`src/rtl/uart_pkg.sv`:
```
// uart_pkg: shared state encoding and framing constants for the word UART transmitter
package uart_pkg;
    typedef enum logic [2:0] {
        IDLE  = 3'd0,
        START = 3'd1,
        DATA  = 3'd2,
        STOP  = 3'd3,
        DONE  = 3'd4
    } state_t;
    localparam int   DEF_CLKS_PER_BIT = 868;
    localparam int   BYTES_PER_WORD   = 4;
    localparam int   DATA_BITS        = 8;
    localparam int   WORD_W           = BYTES_PER_WORD * DATA_BITS;
    localparam int   IDX_W            = $clog2(BYTES_PER_WORD);
    localparam logic IDLE_LEVEL       = 1'b1;
endpackage

```
`src/rtl/uart_byte_tx.sv`:
```
// uart_byte_tx: single-byte 8N1 transmitter that can chain the next byte straight out of its stop bit
module uart_byte_tx
    import uart_pkg::*;
#(
    parameter int CLKS_PER_BIT = DEF_CLKS_PER_BIT
) (
    input  logic                 clk,
    input  logic                 rst,
    input  logic                 byte_start,
    input  logic [DATA_BITS-1:0] byte_data,
    output logic                 tx,
    output logic                 byte_done
);
    localparam int CW = $clog2(CLKS_PER_BIT);
    localparam int BW = $clog2(DATA_BITS);
    state_t               state;
    logic [CW-1:0]        baud;
    logic [BW-1:0]        bit_idx;
    logic [DATA_BITS-1:0] shreg;
    logic                 wrap;
    logic                 last_bit;
    assign wrap      = baud == CW'(CLKS_PER_BIT - 1);
    assign last_bit  = bit_idx == BW'(DATA_BITS - 1);
    assign byte_done = state == STOP && wrap;
    // frame sequencer: a start request in the last stop-bit cycle begins the next start bit with no gap
    always_ff @(posedge clk or negedge rst) begin
        if (!rst) begin
            state   <= IDLE;
            baud    <= '0;
            bit_idx <= '0;
            shreg   <= '0;
            tx      <= IDLE_LEVEL;
        end else if (byte_start && (state == IDLE || byte_done)) begin
            state   <= START;
            baud    <= '0;
            bit_idx <= '0;
            shreg   <= byte_data;
            tx      <= 1'b0;
        end else if (state != IDLE) begin
            baud <= wrap ? '0 : baud + 1'b1;
            if (wrap) begin
                case (state)
                    START: begin
                        state <= DATA;
                        tx    <= shreg[0];
                        shreg <= shreg >> 1;
                    end
                    DATA: begin
                        state   <= last_bit ? STOP : DATA;
                        tx      <= last_bit ? IDLE_LEVEL : shreg[0];
                        shreg   <= shreg >> 1;
                        bit_idx <= last_bit ? '0 : bit_idx + 1'b1;
                    end
                    default: begin
                        state <= IDLE;
                        tx    <= IDLE_LEVEL;
                    end
                endcase
            end
        end
    end
endmodule

```
`src/rtl/word_uart_tx.sv`:
```
// word_uart_tx: sends a 32-bit word as four back-to-back 8N1 frames, LSB byte first
module word_uart_tx
    import uart_pkg::*;
#(
    parameter int CLKS_PER_BIT = DEF_CLKS_PER_BIT
) (
    input  logic              clk,
    input  logic              rst,
    input  logic              tx_start,
    input  logic [WORD_W-1:0] tx_data,
    output logic              tx,
    output logic              tx_busy,
    output logic              tx_dataready
);
    logic [WORD_W-1:0]    word;
    logic [IDX_W-1:0]     idx;
    logic                 accept;
    logic                 last;
    logic                 advance;
    logic                 byte_done;
    logic                 byte_start;
    logic [DATA_BITS-1:0] byte_data;
    assign accept     = tx_start && !tx_busy;
    assign last       = byte_done && idx == IDX_W'(BYTES_PER_WORD - 1);
    assign advance    = byte_done && !last;
    assign byte_start = accept || advance;
    assign byte_data  = accept ? tx_data[DATA_BITS-1:0] : word[2*DATA_BITS-1:DATA_BITS];
    uart_byte_tx #(.CLKS_PER_BIT(CLKS_PER_BIT)) u_byte (
        .clk       (clk),
        .rst       (rst),
        .byte_start(byte_start),
        .byte_data (byte_data),
        .tx        (tx),
        .byte_done (byte_done)
    );
    // word handshake: low byte of word is always the byte on the line, shifted down as each frame ends
    always_ff @(posedge clk or negedge rst) begin
        if (!rst) begin
            word         <= '0;
            idx          <= '0;
            tx_busy      <= 1'b0;
            tx_dataready <= 1'b0;
        end else begin
            tx_dataready <= last;
            if (accept) begin
                word    <= tx_data;
                idx     <= '0;
                tx_busy <= 1'b1;
            end else if (advance) begin
                word <= word >> DATA_BITS;
                idx  <= idx + 1'b1;
            end else if (last) begin
                tx_busy <= 1'b0;
            end
        end
    end
endmodule

```
`config.mk`:
```
export PLATFORM = sky130hd
export DESIGN_NAME = word_uart_tx
export DESIGN_NICKNAME = d
export VERILOG_FILES = /design/src/rtl/uart_pkg.sv /design/src/rtl/uart_byte_tx.sv /design/src/rtl/word_uart_tx.sv
export SDC_FILE = /design/constraint.sdc
export NUM_CORES = 1
export LEC_CHECK = 0
export ABC_AREA = 0
export BUFFER_PORTS_ARGS = -buffer_cell sky130_fd_sc_hd__clkbuf_2
export CELL_PAD_IN_SITES_DETAIL_PLACEMENT = 1
export CELL_PAD_IN_SITES_GLOBAL_PLACEMENT = 1
export CORE_AREA = 2 2 87 89
export DETAILED_ROUTE_END_ITERATION = 8
export DIE_AREA = 0 0 89 91
export GPL_TIMING_DRIVEN = 0
export MAX_ROUTING_LAYER = met4
export PLACE_DENSITY_LB_ADDON = 0.3
export SYNTH_ARGS = -nofsm -noshare
export SYNTH_HDL_FRONTEND = slang
export SYNTH_SLANG_ARGS = --single-unit
```
`constraint.sdc`:
```
create_clock -name clk -period 3.1 [get_ports clk]
set_input_delay 0.31 -clock clk [delete_from_list [all_inputs] [get_ports clk]]
set_output_delay 0.31 -clock clk [all_outputs]
set_load 0.03 [all_outputs]
```
==> flow_summary.ini <==
[drt]
wire_per_inst_um = 17.7
final_antenna_net_count = 0
vias = 2322
drc_errors = 0
drt_iter0_markers = 97
drt-vias-per-instance = 5.61
wl_um = 7310
first_pass_iters = 4

[final_layout]
final_util_pct = 45.3
fillCellCount = 846
multi_input_comb_area_mm2 = 0.00137
areaGrowthSynthToFinish_pct = 15.2
fin_nets = 357
regArea_mm2 = 0.00130
diodes = 0
layout_common_cells = 51 x dfrtp_1, 37 x clkbuf_2, 23 x nand3_1
drive_above_1_share_pct = 23.2
final_common_cell = dfrtp_1

[job]
drv_cap = 0

[synth]
synth_cell_type_count = 54
synth_edf_count = 0
yosysSeqAreaShare_pct = 46.4
synth_area_mm2 = 0.00281
yosysWarnings = 0
synth_nets = 311
yosys-top-cells-area = dfrtp_1 45%, mux2i_1 7.8%, nand3_1 4.1%
syn_area_per_cell_um2 = 10.5
synth_ff_type = dfrtp_1
yosys.area.top_type = dfrtp_1
synth_seq_cells = 52
synth_top_cell_area_share_pct = 45.5
synthArstFlopShare_pct = 100
synthCells = 268

[clock_tree]
cts_tree = done
cts.clk_slew.worst_paths_ps = 100
clock_latency_ps = 310
cts_resized = 0
cts.htree.levels = 2
cts_buffers = 5
cts_sinks = 52
cts_root_buf = clkbuf_8
cts_buffer_depth = 2

[critical_path]
path_class = flop to flop
start_kind = flop
reg2reg_from = u_byte.baud[0]
slowest_stage = dfrtp_1
crit_path_max_fanout = 10
crit_arrival_ps = 2450
worstSetupEndpointType = flop
crit_start = u_byte.baud[0]
max_stage_delay_ps = 450
path_cells = ha_1 > nor3b_2 > o2111ai_1 > buf_2 > a2111oi_0 > a31oi_1
cp.required_ps = 3280

[floorplan]
die_h_um = 91
initial_utilization_pct = 39.3
die_x_um = 89
ios = 38
fp.dieArea_mm2 = 0.00810
rows = 31
core_area_mm2 = 0.00714

[sta]
rsz0062_at_grt = no
fin_worst_skew_ps = 5.98
tightest_slew_ps = 773
slew_violations = 0
fin_crit_sh_pct = 73.3
fmax_ghz = 0.440
slew_headroom_pct = 48.4
setup_viol = 0
fin_tns_setup_ps = 0
finalHoldViolations = 0
min_period_ps = 2270

[grt]
grt_usage_pct = 19.9
grt_max_degree = 53
grt_pass1_wl_um = 12300
grt_pass1_vias = 2475
grt-ovfl-total = 0
antenna_found_initial = 0

[place]
io_buffers = 37
dp_hpwl_um = 5350
place_congestion = 0.814

[pwr]
ir_drop_mv = 0.220
p_leak_nw = 1.50
cellPowerDensity_mw_per_mm2 = 452

[outcome]
status = complete, no violations

[hold_path]
min_from = tx_data[22]
min_path_type = input port to flop
timing repair:
item,in CTS,in global routing
buffers inserted,0,0
hold buffers,0,1
endpoints found under the setup margin,0,0
endpoints found under the hold margin,0,11
cell type report:
type,instances,area share [%]
clock inverter,2,0.503
clock buffer,6,2.24
multi-input combinational,189,42.2
sequential,52,40.3
buffer,21,3.60
inverter,6,0.696
tap,99,3.83
timing repair buffer,39,6.65
final timing paths:
| kind | to | slack (ps) | cells past startpoint |
|---|---|---|---|
| max | u_byte.state[0] | 830 | 6 |
| min | word[22] | 200 | 3 |
| max reg2reg | u_byte.state[0] | 830 | 6 |
| min reg2reg | word[24] | 510 | 1 |
| max in group asynchronous | u_byte.tx | 2080 | 3 |
| min in group asynchronous | u_byte.baud[9] | 430 | 2 |
where the power goes:
part / internal [W] / switching (W)
clock: 0.000161 / 0.000235
sequential: 0.000750 / 0.0000899
combinational: 0.000116 / 0.000112
stage by stage:
| step | area [um2] | total power (W) | setup WS, ps | hold WS, ps | instances |
|---|---|---|---|---|---|
| 2_1_floorplan | 2810 | 0.000980 | 1290 | 14.4 | 268 |
| 3_3_place_gp | 3120 | 0.00106 | 883 | 482 | 404 |
| 3_5_place_dp | 3120 | 0.00108 | 815 | 485 | 404 |
| 4_1_cts | 3210 | 0.00148 | 789 | 198 | 412 |
| 5_1_grt | 3240 | 0.00155 | 540 | 203 | 414 |
| 6_report | 3240 | 0.00146 | 827 | 198 | 414 |
synth_stat cells (2+ instances only):
cell type	n
buf_2	8
a21oi_1	4
ha_1	8
clkbuf_1	8
buf_6	3
a22o_1	8
nor2b_1	2
nor4bb_1	2
inv_1	5
nor4_1	7
o221a_2	7
mux2i_1	22
and2_1	2
o2111ai_1	2
a31oi_1	3
nor2_1	5
nand3b_1	2
or4b_1	3
nand3_1	23
and3_1	3
nand2_1	19
or3_1	13
a221oi_1	5
nand4_1	2
nor3_1	8
or4_1	4
a211oi_1	2
o21ai_0	12
dfrtp_1	51
layer usage:
metal  track usage, %  part of all wire (%)  wire [um]
met5                -                     0          0
met3             3.55                   2.0        146
met4             4.23                   1.3         95
met1             27.4                    48       3520
met2             30.8                    48       3540
worst max-delay path, delay by kind of cell (launching register included):
kind / cells / cell delay [ps]
AO/OA/AOI/OAI: 3 / 700
buffers and inverters: 1 / 290
AND/OR/NAND/NOR: 1 / 390
flip-flops: 1 / 450
adder cells (fa/ha/maj): 1 / 310
registers in the layout, indices dropped and copies added, names as in the netlist:
name / count
tx_dataready: 1
u_byte.bit_idx: 3
idx: 2
u_byte.tx: 1
word: 24
u_byte.baud: 10
u_byte.state: 2
tx_busy: 1
u_byte.shreg: 8
logic make-up (layout without fill, tap and decap cells):
logic type | after synthesis | after routing | synth area share [%]
multiplexers | 22 | 22 | 7.84
adder cells (fa/ha/maj) | 8 | 8 | 3.57
flip-flops | 52 | 52 | 46.4
AND/OR/NAND/NOR | 102 | 102 | 21.0
XOR/XNOR | 1 | 1 | 0.312
AO/OA/AOI/OAI | 56 | 56 | 16.0
buffers and inverters | 27 | 74 | 4.95
(Power assumes the default switching activity.)
